File: config.mk
export PLATFORM = sky130hd
export DESIGN_NAME = step_dir_decoder
export DESIGN_NICKNAME = d
export VERILOG_FILES = /design/src/rtl/step_dir_decoder.sv
export SDC_FILE = /design/constraint.sdc
export NUM_CORES = 1
export LEC_CHECK = 0
export BUFFER_PORTS_ARGS = -buffer_cell sky130_fd_sc_hd__buf_2
export CAP_MARGIN = 40
export CORE_MARGIN = 2
export CORE_UTILIZATION = 45
export DETAILED_ROUTE_END_ITERATION = 8
export PLACE_DENSITY_LB_ADDON = 0.25
export SYNTH_ARGS = -nofsm -noshare
export SYNTH_HDL_FRONTEND = slang
export SYNTH_SLANG_ARGS = --single-unit
File: constraint.sdc
create_clock -name PCLK -period 6.05 [get_ports PCLK]
set_clock_uncertainty 0.05 [all_clocks]
set_input_delay 0.3025 -clock PCLK [delete_from_list [all_inputs] [get_ports PCLK]]
set_output_delay 0.3025 -clock PCLK [all_outputs]
set_load 0.01 [all_outputs]
File: src/rtl/step_dir_decoder.sv
// Step/dir receiver behind an APB3 slot: decodes step pulses into a signed position
// and a total-step count, with glitch detection and a position-limit interrupt.
module step_dir_decoder #(
  parameter int POS_W       = 32,
  parameter int MIN_PULSE   = 4,
  parameter int SYNC_STAGES = 2
) (
  input  logic        PCLK,
  input  logic        PRESERN,
  input  logic        PSEL,
  input  logic        PENABLE,
  input  logic        PWRITE,
  input  logic [31:0] PADDR,
  input  logic [31:0] PWDATA,
  output logic [31:0] PRDATA,
  output logic        PREADY,
  output logic        PSLVERR,
  input  logic        step_in,
  input  logic        dir_in,
  output logic        irq
);

  localparam int HC_W = $clog2(MIN_PULSE + 1) + 1;

  typedef enum logic [1:0] {IDLE, HIGH, WAIT_LOW} state_t;

  state_t                   r_state;
  logic [HC_W-1:0]          r_hc;
  logic [SYNC_STAGES-1:0]   r_stepSync;
  logic [SYNC_STAGES-1:0]   r_dirSync;
  logic                     r_en;
  logic                     r_dirInv;
  logic                     r_irqEn;
  logic signed [POS_W-1:0]  r_pos;
  logic signed [POS_W-1:0]  r_limit;
  logic [POS_W-1:0]         r_stepCount;
  logic [15:0]              r_glitchCount;
  logic                     r_limitHit;
  logic                     r_glitch;
  logic                     r_irq;

  logic                     w_stepS;
  logic                     w_dirEff;
  logic [HC_W-1:0]          w_hcNext;
  logic                     w_commit;
  logic                     w_glitchEvt;
  logic                     w_wr;
  logic [2:0]               w_idx;
  logic                     w_wrCtrl;
  logic                     w_wrPos;
  logic                     w_wrStatus;
  logic                     w_wrLimit;
  logic                     w_wrSteps;
  logic                     w_wrGlitchCnt;
  logic                     w_clr;
  logic signed [POS_W-1:0]  w_posStep;
  logic                     w_hit;
  logic                     w_unused;

  assign w_stepS  = r_stepSync[SYNC_STAGES-1];
  assign w_dirEff = r_dirSync[SYNC_STAGES-1] ^ r_dirInv;

  assign w_wr          = PSEL & PENABLE & PWRITE;
  assign w_idx         = PADDR[4:2];
  assign w_wrCtrl      = w_wr && (w_idx == 3'd0);
  assign w_wrPos       = w_wr && (w_idx == 3'd1);
  assign w_wrStatus    = w_wr && (w_idx == 3'd2);
  assign w_wrLimit     = w_wr && (w_idx == 3'd3);
  assign w_wrSteps     = w_wr && (w_idx == 3'd4);
  assign w_wrGlitchCnt = w_wr && (w_idx == 3'd5);
  assign w_clr         = w_wrCtrl && PWDATA[2];

  // A pulse commits on the edge where its MIN_PULSE-th high sample is seen.
  assign w_hcNext    = r_hc + HC_W'(1);
  assign w_commit    = r_en && w_stepS &&
                       (((r_state == IDLE) && (MIN_PULSE == 1)) ||
                        ((r_state == HIGH) && (w_hcNext == HC_W'(MIN_PULSE))));
  assign w_glitchEvt = r_en && !w_stepS && (r_state == HIGH);

  assign w_posStep = w_dirEff ? (r_pos + POS_W'(1)) : (r_pos - POS_W'(1));
  assign w_hit     = w_commit && !w_wrPos && !w_clr && (w_posStep == r_limit);

  assign PREADY   = 1'b1;
  assign PSLVERR  = PSEL & PENABLE & w_idx[2] & w_idx[1];
  assign irq      = r_irq;
  assign w_unused = ^{PADDR[31:5], PADDR[1:0], PWDATA};

  always_ff @(posedge PCLK or negedge PRESERN) begin
    if (!PRESERN) begin
      r_stepSync <= '0;
      r_dirSync  <= '0;
    end else begin
      r_stepSync <= {r_stepSync[SYNC_STAGES-2:0], step_in};
      r_dirSync  <= {r_dirSync[SYNC_STAGES-2:0], dir_in};
    end
  end

  always_ff @(posedge PCLK or negedge PRESERN) begin
    if (!PRESERN) begin
      r_state <= IDLE;
      r_hc    <= '0;
    end else if (!r_en) begin
      r_state <= IDLE;
      r_hc    <= '0;
    end else begin
      case (r_state)
        IDLE: begin
          if (w_stepS) begin
            r_hc    <= HC_W'(1);
            r_state <= (MIN_PULSE == 1) ? WAIT_LOW : HIGH;
          end
        end
        HIGH: begin
          if (!w_stepS) begin
            r_state <= IDLE;
          end else begin
            r_hc <= w_hcNext;
            if (w_commit) r_state <= WAIT_LOW;
          end
        end
        WAIT_LOW: begin
          if (!w_stepS) r_state <= IDLE;
        end
        default: r_state <= IDLE;
      endcase
    end
  end

  // A firmware write (or CLR) beats a simultaneous commit for POS; STEP_COUNT still counts it.
  always_ff @(posedge PCLK or negedge PRESERN) begin
    if (!PRESERN) begin
      r_en          <= 1'b0;
      r_dirInv      <= 1'b0;
      r_irqEn       <= 1'b0;
      r_pos         <= '0;
      r_limit       <= '0;
      r_stepCount   <= '0;
      r_glitchCount <= '0;
      r_limitHit    <= 1'b0;
      r_glitch      <= 1'b0;
      r_irq         <= 1'b0;
    end else begin
      if (w_wrCtrl) begin
        r_en     <= PWDATA[0];
        r_dirInv <= PWDATA[1];
        r_irqEn  <= PWDATA[3];
      end

      if (w_wrPos)       r_pos <= PWDATA[POS_W-1:0];
      else if (w_clr)    r_pos <= '0;
      else if (w_commit) r_pos <= w_posStep;

      if (w_wrLimit) r_limit <= PWDATA[POS_W-1:0];

      if (w_wrSteps)     r_stepCount <= '0;
      else if (w_commit) r_stepCount <= r_stepCount + POS_W'(1);

      if (w_wrGlitchCnt) r_glitchCount <= '0;
      else if (w_glitchEvt && (r_glitchCount != 16'hFFFF))
        r_glitchCount <= r_glitchCount + 16'd1;

      if (w_hit)                         r_limitHit <= 1'b1;
      else if (w_wrStatus && PWDATA[0])  r_limitHit <= 1'b0;

      if (w_glitchEvt)                   r_glitch <= 1'b1;
      else if (w_wrStatus && PWDATA[1])  r_glitch <= 1'b0;

      r_irq <= r_limitHit & r_irqEn;
    end
  end

  always_comb begin
    PRDATA = 32'd0;
    if (PSEL) begin
      case (w_idx)
        3'd0:    PRDATA = {28'd0, r_irqEn, 1'b0, r_dirInv, r_en};
        3'd1:    PRDATA = 32'(r_pos);
        3'd2:    PRDATA = {29'd0, w_dirEff, r_glitch, r_limitHit};
        3'd3:    PRDATA = 32'(r_limit);
        3'd4:    PRDATA = 32'(r_stepCount);
        3'd5:    PRDATA = {16'd0, r_glitchCount};
        default: PRDATA = 32'd0;
      endcase
    end
  end

endmodule

Word level (Yosys, flattened, before mapping)
Cells that the tools add are included.
{"block": "word_totals", "word_cells": 94, "output_inout_bits": 35, "ff_bits": 128, "in_bits": 71}
{"block": "classes", "muxes": 24, "n_eq_ne": 15, "n_reduce_logical": 30, "n_bitwise": 6, "n_addsub": 5}
{"cell": "two-way mux 32 bit", "count": 7}
{"cell": "case mux 32 bit (6 select lines)", "count": 1}
{"cell": "adder 32 x 1 -> 32 bit (second input constant)", "count": 1}
{"cell": "adder 32 x 2 -> 32 bit (second input constant)", "count": 1}
{"cell": "equality test 32 bit", "count": 1}
{"cell": "two-way mux 16 bit", "count": 2}
{"cell": "subtractor 32 x 2 -> 32 bit (second input constant)", "count": 1}
{"cell": "logical AND 1 bit", "count": 18}
{"cell": "adder 16 x 1 -> 16 bit (second input constant)", "count": 1}
{"cell": "!= test 16 bit (second input constant)", "count": 1}
{"cell": "two-way mux 4 bit", "count": 3}
{"cell": "two-way mux 2 bit", "count": 5}
{"cell": "!= test 3 bit (second input constant)", "count": 3}
{"cell": "case mux 4 bit (2 select lines)", "count": 1}
{"cell": "nonzero test 2 bit", "count": 4}
{"cell": "equality test 3 x 2 -> 1 bit (second input constant)", "count": 2}
{"cell": "equality test 3 bit (second input constant)", "count": 2}
{"cell": "case mux 2 bit (3 select lines)", "count": 1}
{"cell": "AND reduction 3 bit", "count": 2}
{"cell": "bitwise AND 1 bit", "count": 5}
{"cell": "adder 4 x 1 -> 4 bit (second input constant)", "count": 1}
{"cell": "equality test 4 x 3 -> 1 bit (second input constant)", "count": 1}
{"cell": "two-way mux 1 bit", "count": 4}
{"cell": "!= test 4 bit (second input constant)", "count": 1}
{"cell": "other kinds (9)", "count": 11}

Longest topological paths before layout
{"block": "logic_depth", "word_depth": 8, "mapped_depth": 17, "mapped_depth_nobuf": 12}

Least setup slack after synthesis
Ideal clock, no wire load.
{"block": "synth_timing", "kind": "reg-to-reg", "from": "register r_dirSync[1]", "to": "register r_limitHit", "stages_incl_launch_ff": 17, "t_required_ns": 5.924, "n_path_buf": 4, "arrival_time_ns": 4.040, "synth_period_minus_slack_ns": 4.167, "setup_slack_ns": 1.883, "path_cell_list": "dfrtp_1 > xor2_2 > buf_4 > buf_6 > buf_2 > buf_2 > xnor2_1 > ha_1 > nor4_1 > nand2_1 > and4_1 > or4b_2 > o31a_1 > xnor2_1 > nor4_1 > nand4_1 > o21ai_1"}
{"block": "synth_via", "elab_chain_cells": 5, "word_cells_on_any_way": 6, "classes_between": "eq/ne (1); mux (2); bitwise (1); reduce/logical (2)"}
{"item": "start: declaration", "line_no": "30", "source": "logic [SYNC_STAGES-1:0] r_dirSync;"}
{"item": "start signal: assignment", "line_no": "94", "source": "r_dirSync <= {r_dirSync[SYNC_STAGES-2:0], dir_in};"}
{"item": "XOR 1 bit *", "line_no": "61", "source": "assign w_dirEff = r_dirSync[SYNC_STAGES-1] ^ r_dirInv;"}
{"item": "two-way mux 32 bit *", "line_no": "80", "source": "assign w_posStep = w_dirEff ? (r_pos + POS_W'(1)) : (r_pos - POS_W'(1));"}
{"item": "equality test 32 bit *", "line_no": "81", "source": "assign w_hit = w_commit && !w_wrPos && !w_clr && (w_posStep == r_limit);"}
{"item": "logical AND 1 bit *", "line_no": "81"}
{"item": "two-way mux 1 bit or nonzero test 2 bit (tied branches)"}
{"item": "end signal: assignment", "line_no": "139", "source": "r_limitHit <= 1'b0;"}
{"item": "end signal: assignment", "line_no": "162", "source": "if (w_hit) r_limitHit <= 1'b1;"}
{"item": "end signal: assignment", "line_no": "163", "source": "else if (w_wrStatus && PWDATA[0]) r_limitHit <= 1'b0;"}
{"item": "end: declaration", "line_no": "38", "source": "logic r_limitHit;"}
Mark *: on every way between the ends. The rest lies on a longest branch, timed or not.
A chain may end at the register's enable or synchronous reset.

Final worst setup path
{"block": "layout_timing", "from": "register r_dirInv", "to": "register r_limitHit"}
{"block": "layout_via", "elab_chain_cells": 5, "word_cells_on_any_way": 6, "classes_between": "eq/ne (1); mux (2); bitwise (1); reduce/logical (2)"}
{"item": "start: declaration", "line_no": "32", "source": "logic r_dirInv;"}
{"item": "start signal: assignment", "line_no": "145", "source": "r_dirInv <= PWDATA[1];"}
{"item": "XOR 1 bit *", "line_no": "61"}
{"item": "two-way mux 32 bit *", "line_no": "80"}
{"item": "equality test 32 bit *", "line_no": "81"}
{"item": "logical AND 1 bit *", "line_no": "81"}
{"item": "two-way mux 1 bit or nonzero test 2 bit (tied branches)"}
Marks and branches as above.

==> flow_metrics.tcl <==
set metrics [dict create \
    fin_setup_tns_ps 0 \
    post-cts-setup-buffer-count 0 \
    via_per_inst 6.01 \
    worstSetupPathType "register to register" \
    drv_cap 0 \
    fin_util_pct 51.2 \
    worst_pin_slew_ps 893 \
    root_buffer "clkbuf_16" \
    area_delta_synth_final_pct 12.6 \
    synth_area_leaders "dfrtp_1, nor2_1, mux2i_1" \
    fmax_ghz 0.262 \
    dp.final_hpwl_mm 20.8 \
    clock_sinks 128 \
    die_h_um 149 \
    die_area_um2 22300 \
    drt_iter0_drc 826 \
    cp-start-kind "register" \
    diodes 0 \
    ff2ff_setup_slack_ps 2240 \
    clk_path_buf_depth 2 \
    ys_ff_latch 128 \
    rr_startpoint "r_dirInv$_DFFE_PN0P_" \
    finalHoldViolCount 0 \
    grt_start_max_net_pins 62 \
    ctsResizeCount 0 \
    clkTransAtPathRegs_ps 70 \
    drc 0 \
    nets 1259 \
    drive_above_1_share_pct 15.9 \
    grt_usage_pct 26.6 \
    p_leak_nw 4.48 \
    die_w_um 149 \
    synth_cell_types 80 \
    slew_violations 0 \
    drt_wl_total_mm 28.8 \
    cts_hold_buffers 3 \
    syn_area_per_cell_um2 8.26 \
    yosys_warnings 0 \
    dr.pass1.iters 5 \
    async_flop_share_pct 100 \
    grt_pass1_vias 8058 \
    peakVddDrop_mv 0.217 \
    syn_nets 1227 \
    grt_overflow_total 0 \
    synth_area_um2 9500 \
    synth_edf_count 0 \
    whs_endpoint "r_limit[11]$_DFFE_PN0P_" \
    synth_top_cell_by_area "dfrtp_1" \
    post_drt_wl_per_cell_um 19.6 \
    netlist.area_leader.share_pct 33.7 \
    numPortBuffers 75 \
    worstPathArrival_ps 4120 \
    fin_crit_ps 3810 \
    initial_utilization_pct 45.5 \
    numCtsBuffers 17 \
    synthFlopType "dfrtp_1" \
    syn_inst 1150 \
    setup_violations 0 \
    grt_first_pass_wirelength_mm 45.6 \
    reg2reg_to "r_limitHit$_DFFE_PN0P_" \
    num_vias 8832 \
    fin_crit_sh_pct 63.0 \
    slew_headroom_pct 39.9 \
    cts-htree-levels 4 \
    coreArea_um2 20900 \
    io_pins 106 \
    required_ps 6360 \
    powerDensity_nw_per_um2 369 \
    gp_congestion 0.889 \
    grt_setup_unrepaired "no" \
    critPathMaxFanout 41 \
    synth-seq-area-share_pct 33.7 \
    antenna_left 0 \
    cts_tree "yes" \
    status "completed" \
    cp-end-kind "register" \
    hold_path_class "primary input to register" \
    clk_latency_ps 430 \
    hold_start "PWDATA[11]" \
    ff2ff_path_depth 10 \
    antenna_found_initial 0 \
    num_rows 53 \
    holdPathStages 2 \
]
-- layout by cell type (no fill, tap or decap), drive strengths merged, types with 8 or more instances in the layout --
cell      n
nor2    197
dfrtp   128
nand2   102
buf      93
a21oi    89
mux2i    63
xor2     54
xnor2    52
o21ai    44
mux2     38
nand3    36
nand4    27
nor3     26
nor4     24
a31oi    21
clkbuf   17
inv      15
or4      14
o22a     12
and4     11
nor2b    10
and2      9
or3       8
-- metal layers --
layer | wire length, um | track usage (%) | share of wire (%)
met5 | 0 | 0 | 0
met4 | 992 | 10.0 | 3.4
met3 | 1720 | 4.83 | 5.9
met2 | 12700 | 39.8 | 44
met1 | 13400 | 38.1 | 46
-- power breakdown --
part / switching [mW] / internal (mW) / leakage, nW
Combinational: 0.876 / 0.643 / 2.58
Sequential: 0.341 / 1.03 / 1.61
Clock: 0.463 / 0.588 / 0.287
-- worst max path at each step --
stage / cells after the start / end / start
floorplan: 16 / r_limitHit$_DFFE_PN0P_ / r_dirSync[1]$_DFF_PN0_
global placement: 10 / r_limitHit$_DFFE_PN0P_ / r_dirSync[1]$_DFF_PN0_
detailed placement: 10 / r_limitHit$_DFFE_PN0P_ / r_dirSync[1]$_DFF_PN0_
CTS: 10 / r_limitHit$_DFFE_PN0P_ / r_dirInv$_DFFE_PN0P_
global route: 10 / r_limitHit$_DFFE_PN0P_ / r_dirSync[1]$_DFF_PN0_
finish: 10 / r_limitHit$_DFFE_PN0P_ / r_dirInv$_DFFE_PN0P_
-- area by class of cell --
class | count | area, um^2
clock buffer | 17 | 425
clock inverter | 15 | 173
fill | 2019 | 10200
inverter | 7 | 26.3
multi-input combinational | 932 | 5940
sequential | 128 | 3200
tap | 275 | 344
timing repair buffer | 96 | 574
-- Yosys cell counts (3+ instances only) --
| master | number |
|---|---|
| or3_1 | 8 |
| buf_6 | 4 |
| and4_1 | 11 |
| mux2_2 | 38 |
| a22oi_1 | 3 |
| inv_1 | 6 |
| buf_2 | 8 |
| xnor2_1 | 52 |
| nand4_1 | 26 |
| o22a_1 | 12 |
| clkbuf_1 | 58 |
| nor2_1 | 197 |
| nor2b_1 | 10 |
| o211a_1 | 3 |
| a31o_2 | 4 |
| ha_1 | 6 |
| a211oi_1 | 5 |
| nor4_1 | 23 |
| nor3_1 | 26 |
| buf_1 | 11 |
| o2111ai_1 | 4 |
| or2_2 | 3 |
| nand3_1 | 36 |
| o21ai_0 | 43 |
| a21o_1 | 4 |
| nand2b_1 | 6 |
| xor2_1 | 53 |
| dfrtp_1 | 128 |
| or4_1 | 13 |
| o22ai_1 | 3 |
| nand2_1 | 102 |
| and2_1 | 9 |
| a21boi_0 | 3 |
| a31oi_1 | 20 |
| mux2i_1 | 60 |
| a21oi_1 | 89 |
| and3_1 | 6 |
-- sequential cells by signal, indices dropped and copies added (netlist names) --
signal,flops
r_en,1
r_pos,32
r_state,2
r_glitchCount,16
r_dirSync,2
r_stepCount,32
r_hc,4
r_stepSync,2
r_irqEn,1
irq,1
r_dirInv,1
r_glitch,1
r_limit,32
r_limitHit,1
-- per-stage QoR --
| step | setup slack (ps) | hold slack, ps | area [um^2] | power, mW | cells |
|---|---|---|---|---|---|
| 6_report | 2240 | 63.1 | 10700 | 3.94 | 1470 |
| 5_1_grt | 1970 | 49.9 | 10700 | 4.17 | 1470 |
| 4_1_cts | 2310 | 48.2 | 10700 | 3.93 | 1470 |
| 2_1_floorplan | 1880 | -43.1 | 9500 | 2.44 | 1150 |
| 3_3_place_gp | 2300 | 256 | 10000 | 2.84 | 1432 |
| 3_5_place_dp | 2320 | 255 | 10100 | 2.86 | 1435 |
-- logic make-up (layout without fill, tap and decap cells) --
group                      Yosys count  after routing  share of synthesized area, %
other                                1              1                        0.0395
xor gates and xnor gates           107            107                          10.1
muxes                              101            101                          11.4
DFF                                128            128                          33.7
AOI/OAI and AO/OA                  229            229                          15.5
adders and majority gates            6              6                         0.791
buffers and inverters               90            135                          4.06
and+or+nand+nor                    488            488                          24.4
-- critical path, cell delays in order (launching register included) --
cell and delay (ps):
dfrtp_1 450, xor2_4 210, inv_2 590, o21ai_0 460
a2111oi_4 630, mux2i_1 370, xnor2_1 160, o21ai_0 100
nor4_1 330, nand4_1 220, o21ai_1 170
(Power assumes the default switching activity.)
